## src/rtl/aes_gcm_ghash_stage.sv

```systemverilog
// GCM encrypt/GHASH stage: CTR XOR, bit-serial GF(2^128) multiply (8 bits/cycle), length block and tag.
// Optional macro GHASH_PARTIAL_BLOCK_EN zeroes the unused tail of a short last ciphertext block.
module aes_gcm_ghash_stage (
  input  logic         clk,
  input  logic         rst,
  input  logic         i_valid,
  output logic         o_ready,
  input  logic         i_new_instance,
  input  logic         i_last,
  input  logic         i_is_aad,
  input  logic [0:127] i_h,
  input  logic [0:127] i_encrypted_j0,
  input  logic [0:127] i_encrypted_cb,
  input  logic [0:127] i_plain_text,
  input  logic [0:127] i_aad,
  input  logic [0:127] i_instance_size,
  output logic [0:127] o_cipher_text,
  output logic         o_ct_valid,
  output logic [0:127] o_tag,
  output logic         o_tag_valid
);

  typedef enum logic [1:0] {IDLE, MULT, LEN, TAG} state_t;

  localparam logic [0:127] R_POLY = {8'he1, 120'd0};

  state_t       r_state, w_state_nxt;
  logic [3:0]   r_cnt;
  logic         r_last;
  logic [0:127] r_y, r_h, r_ej0, r_len, r_x, r_v;
  logic [0:127] w_h_sel, w_len_sel, w_y_sel, w_c, w_c_m, w_x_in;
  logic [0:127] w_z, w_v;
  logic         w_accept;

  assign o_ready   = (r_state == IDLE) && !rst;
  assign w_accept  = i_valid && o_ready;
  assign w_h_sel   = i_new_instance ? i_h : r_h;
  assign w_len_sel = i_new_instance ? i_instance_size : r_len;
  assign w_y_sel   = i_new_instance ? 128'd0 : r_y;
  assign w_c       = i_plain_text ^ i_encrypted_cb;

`ifdef GHASH_PARTIAL_BLOCK_EN
  logic [6:0]   w_n;
  logic [0:127] w_keep;
  assign w_n    = w_len_sel[121:127];
  assign w_keep = ~({128{1'b1}} >> w_n);
  assign w_c_m  = (i_last && (w_n != 7'd0)) ? (w_c & w_keep) : w_c;
`else
  assign w_c_m  = w_c;
`endif

  assign w_x_in = w_y_sel ^ (i_is_aad ? i_aad : w_c_m);

  // Eight iterations of the shift-and-add multiply; r_y is the running Z, r_v the running V.
  always_comb begin
    w_z = r_y;
    w_v = r_v;
    for (int i = 0; i < 8; i++) begin
      if (r_x[i]) w_z = w_z ^ w_v;
      w_v = w_v[127] ? ((w_v >> 1) ^ R_POLY) : (w_v >> 1);
    end
  end

  always_comb begin
    w_state_nxt = r_state;
    case (r_state)
      IDLE: if (w_accept) w_state_nxt = MULT;
      MULT: if (r_cnt == 4'd15) w_state_nxt = r_last ? LEN : IDLE;
      LEN:  if (r_cnt == 4'd15) w_state_nxt = TAG;
      TAG:  w_state_nxt = IDLE;
      default: w_state_nxt = IDLE;
    endcase
  end

  always_ff @(posedge clk) begin
    if (rst) begin
      r_state       <= IDLE;
      r_cnt         <= 4'd0;
      r_last        <= 1'b0;
      r_y           <= '0;
      r_h           <= '0;
      r_ej0         <= '0;
      r_len         <= '0;
      r_x           <= '0;
      r_v           <= '0;
      o_cipher_text <= '0;
      o_ct_valid    <= 1'b0;
      o_tag         <= '0;
      o_tag_valid   <= 1'b0;
    end else begin
      r_state     <= w_state_nxt;
      o_ct_valid  <= 1'b0;
      o_tag_valid <= 1'b0;
      case (r_state)
        IDLE: if (w_accept) begin
          if (i_new_instance) begin
            r_h   <= i_h;
            r_ej0 <= i_encrypted_j0;
          end
          r_len  <= w_len_sel;
          r_x    <= w_x_in;
          r_v    <= w_h_sel;
          r_y    <= '0;
          r_cnt  <= 4'd0;
          r_last <= i_last;
          if (!i_is_aad) begin
            o_cipher_text <= w_c_m;
            o_ct_valid    <= 1'b1;
          end
        end
        MULT, LEN: begin
          r_cnt <= r_cnt + 4'd1;
          r_x   <= r_x << 8;
          r_v   <= w_v;
          r_y   <= w_z;
          if (r_cnt == 4'd15) begin
            // Message data done: chain straight into (Y ^ len) * H.
            if (r_state == MULT && r_last) begin
              r_x <= w_z ^ r_len;
              r_v <= r_h;
              r_y <= '0;
            end else if (r_state == LEN) begin
              o_tag       <= w_z ^ r_ej0;
              o_tag_valid <= 1'b1;
            end
          end
        end
        default: ;
      endcase
    end
  end

endmodule

```

## config.mk

```make
export PLATFORM = sky130hd
export DESIGN_NAME = aes_gcm_ghash_stage
export DESIGN_NICKNAME = d
export VERILOG_FILES = /design/src/rtl/aes_gcm_ghash_stage.sv
export SDC_FILE = /design/constraint.sdc
export NUM_CORES = 2
export LEC_CHECK = 0
export CAP_MARGIN = 5
export CORE_MARGIN = 2
export CORE_UTILIZATION = 39
export CTS_CLUSTER_DIAMETER = 80
export CTS_CLUSTER_SIZE = 40
export DETAILED_ROUTE_END_ITERATION = 6
export SLEW_MARGIN = 20
export SYNTH_ARGS = -nofsm -noshare
export SYNTH_HDL_FRONTEND = slang
export SYNTH_SLANG_ARGS = --single-unit
```

## constraint.sdc

```tcl
create_clock -name clk -period 3.4 [get_ports clk]
set_input_delay 0.68 -clock clk [delete_from_list [all_inputs] [get_ports clk]]
set_output_delay 0.68 -clock clk [all_outputs]
set_load 0.03 [all_outputs]
```

==> impl_results.rst <==
.. list-table::
   :header-rows: 1

   * - Metric
     - Value
   * - Flip-flop and latch count after synthesis
     - 1033
   * - Adder-cell area share of the yosys netlist
     - 0.101%
   * - Setup repair after global routing missed its margin
     - false
   * - Power density over cell area
     - 475 nW/um2
   * - Max Fanout on Critical Path
     - 9
   * - Worst Path Required
     - 2.72 ns
   * - Aggregate global-route resource usage
     - 27.5%
   * - Net Count, Synth
     - 8801
   * - Cell types with the largest area share after synthesis
     - sky130_fd_sc_hd__dfxtp_1 33%, sky130_fd_sc_hd__xnor2_1 13%, sky130_fd_sc_hd__nand2_1 11%, sky130_fd_sc_hd__xor2_1 5.2%, sky130_fd_sc_hd__nor2_1 4.9%
   * - Synth cell count leaders
     - 1866 x sky130_fd_sc_hd__nand2_1, 1033 x sky130_fd_sc_hd__dfxtp_1, 906 x sky130_fd_sc_hd__xnor2_1
   * - Hold Path Class
     - in -> reg
   * - Capturing point of the worst reg2reg path
     - r_x[87]$_SDFFE_PP0P_
   * - Area share of xor/xnor cells in the synthesized design
     - 23.2%
   * - Cell taking the most area after synthesis
     - sky130_fd_sc_hd__dfxtp_1
   * - IR drop worst, VDD
     - 332 uV
   * - Number of unique standard cell types used by synthesis
     - 59
   * - Maximum clock insertion buffer count
     - 3
   * - Total grt overflow
     - 0
   * - Sort of element at the start of the critical path
     - register
   * - Worst path top cell family by delay
     - buffers and inverters
   * - Root buffer cell
     - sky130_fd_sc_hd__clkbuf_16
   * - Detailed Route WL
     - 233000 um
   * - I/O Buffers
     - 1032
   * - Number of buffers and inverters on the critical path
     - 2
   * - Part of the Yosys area used for sequential elements
     - 33.5%
   * - Dpl hpwl
     - 166000 um
   * - Maximum number of pins on one net before global-route repair
     - 204
   * - TritonCTS clock tree
     - done
   * - Count of cell instances traversed by the critical path
     - 4
   * - Number of iterations in the first detailed-routing pass
     - 6
   * - Later-pin clock latency in the skew report
     - 0.70 ns
   * - Filler instances
     - 15400
   * - Non-filler instance count after layout
     - 10700
   * - Max-cap violation count
     - 0
   * - Total Nets Final
     - 9361
   * - Clock-pin transition on the worst setup and hold timing paths
     - 0.11 ns
   * - Buffers inserted during post-CTS setup optimization
     - 0
   * - Crit. Startpoint
     - r_state[0]$_SDFFE_PP0P_
   * - Floorplan die height
     - 402 um
   * - Cells after synthesis
     - 8022
   * - Maximum clock frequency
     - 325 MHz
   * - Final Core Density
     - 48.9%
   * - Cell-by-cell listing of the critical path
     - inv_1 > ha_4 > nor2b_1 > dlygate4sd2_1
   * - Number of enable flip-flop cells after synthesis
     - 0
   * - Run status
     - completed
   * - Post-synth design cell area
     - 61700 um2
   * - Placement Rows
     - 146
   * - Standard cell core area
     - 158000 um2
   * - Worst Reg2Reg Path Length in Cells
     - 8
   * - DRC violation count after routing
     - 0
   * - Worst-case clock skew
     - 0.0440 ns
   * - Count of vias placed by the detailed router
     - 58000
   * - Wire length of the first global-routing pass
     - 347000 um
   * - Synthesized-area fraction occupied by ao, oa, aoi and oai cells
     - 13.3%
   * - RD Place Congestion
     - 0.881
   * - Flop2flop setup slack
     - 0.49 ns
   * - Cells after DPL
     - 10600
   * - Hold violation total from the final report
     - 0
   * - Worst-margin pin slew
     - 1.24 ns
   * - Clk sink count
     - 1033
   * - Final setup vio count
     - 0
   * - Proportion of netlist area held by the largest area contributor
     - 33.5%
   * - Total leakage power
     - 27.7 nW
   * - CP max stage delay
     - 0.54 ns
   * - Fraction of synthesized area in multiplexers
     - 2.74%
   * - Layout cells sized above 1
     - 4.33%
   * - Crit Path Category
     - reg -> out
   * - Launch instance of the worst min-delay path
     - rst
   * - Worst Setup EP
     - o_ready
   * - Layout overhead on the synthesized area
     - 24.9%
   * - Total power draw
     - 36.6 mW
   * - Detail-routed net length per standard cell
     - 21.7 um
   * - Chip Width
     - 402 um
   * - Post-route antenna net violation count
     - 0
   * - I/O pin count
     - 1033
   * - Max-slew violation count
     - 0
   * - Period utilisation layout
     - 90.4%
   * - Slew margin rel.
     - 17.3%
   * - Die Footprint
     - 162000 um2
   * - Number of DRC markers after the initial detailed-route iteration
     - 4927
   * - Arrival time worst endpoint
     - 2.39 ns
   * - Cell with the most instances after synthesis
     - sky130_fd_sc_hd__nand2_1
   * - Cts bufs inserted
     - 72
   * - Total number of yosys warnings
     - 0
   * - Number of global-route vias before repair
     - 54400
   * - Post-synthesis share of cell area spent on and, or, nand and nor gates
     - 22.3%
   * - Final worst path period need
     - 3.07 ns
   * - H-tree depth
     - 3
   * - Most instantiated flip-flop cell in the synthesis netlist
     - sky130_fd_sc_hd__dfxtp_1
   * - Via density per instance
     - 5.40
   * - Syn Area/Cell
     - 7.70 um2
   * - Initial core utilization
     - 39.1%
   * - Number of antenna violations at the first check in global routing
     - 68
   * - Worst flop-to-flop path startpoint
     - r_state[0]$_SDFFE_PP0P_
   * - Cell with the largest stage delay on the worst path
     - sky130_fd_sc_hd__dlygate4sd2_1
   * - TNS Setup
     - 0 ns
   * - Largest family of logic cells by synthesized area
     - XOR/XNOR gates
   * - Worst setup EP type
     - primary output
   * - Ys async rst share
     - 0%
-- placed cells by master (no fill, tap or decap), drive strengths merged, types with 25 or more instances in the layout --
| cell | instances |
|---|---|
| nor2 | 810 |
| nand2b | 148 |
| clkdlybuf4s50 | 1028 |
| nor3 | 373 |
| xor2 | 366 |
| dfxtp | 1033 |
| nor2b | 112 |
| nand2 | 1866 |
| o22ai | 84 |
| o221ai | 85 |
| a21oi | 504 |
| clkbuf | 76 |
| xnor2 | 908 |
| a211oi | 135 |
| mux2i | 168 |
| diode | 25 |
| xnor3 | 130 |
| o21ai | 159 |
| buf | 194 |
| inv | 51 |
| a221oi | 90 |
| a22oi | 194 |
-- metal layers --
layer / GRT usage [%] / share of wire (%)
met1: 36.6 / 43
met2: 44.4 / 46
met3: 5.95 / 8.4
met4: 8.61 / 2.9
met5: 0 / 0.17
-- worst min-delay path by stage --
stage,end,cells after the start,slack [ns]
6_report,r_y[126]$_SDFFE_PP0P_,2,0.29
5_1_grt,r_y[125]$_SDFFE_PP0P_,2,0.27
4_1_cts,r_y[126]$_SDFFE_PP0P_,2,0.23
3_5_place_dp,r_x[39]$_SDFFE_PP0P_,2,0.43
3_3_place_gp,r_x[39]$_SDFFE_PP0P_,2,0.43
2_1_floorplan,r_x[14]$_SDFFE_PP0P_,2,0.41
-- power by group --
| group | switching, mW | internal, mW | leakage [nW] |
|---|---|---|---|
| Clock | 5.70 | 4.67 | 1.32 |
| Sequential | 1.45 | 12.9 | 8.41 |
| Combinational | 6.59 | 5.29 | 18.0 |
-- kinds of logic (layout without fill, tap and decap cells) --
logic type               after synthesis  in the layout
adder cells (fa/ha/maj)                5              5
AND/OR/NAND/NOR                     3345           3345
buffers and inverters                760           1378
AO/OA/AOI/OAI                       1296           1296
multiplexers                         169            169
flip-flops                          1033           1033
XOR/XNOR                            1414           1414
other                                  0             25
-- registers in the layout, indices dropped and copies added (netlist names), 128 cells and up, named ones only --
register       flops
o_cipher_text    128
o_tag            128
r_ej0            128
r_h              128
r_len            128
r_v              128
r_x              128
r_y              128
-- final cells by class --
type                       instances  area [um2]  share of cell area (%)
antenna                           25        62.6                  0.0811
sequential                      1033       20700                    26.9
multi-input combinational       6229       38300                    49.6
inverter                          23        86.3                   0.112
timing repair buffer            1223       12600                    16.4
clock buffer                      76        1880                    2.44
tap                             2072        2590                    3.36
clock inverter                    56         881                    1.14
-- metrics by stage --
step / cell area [um2] / setup WS [ns] / hold WS, ns
floorplan: 61700 / 0.470 / 0.410
global placement: 74300 / 0.144 / 0.431
detailed placement: 74300 / 0.156 / 0.431
CTS: 77100 / 0.253 / 0.226
global route: 77100 / 0.235 / 0.267
finish: 77100 / 0.328 / 0.289
-- repair_timing --
action                     4_1_cts  5_1_grt
hold buffers                     0        0
gates resized for setup          1        0
setup endpoints to repair        1        0
(Power assumes the default switching activity.)
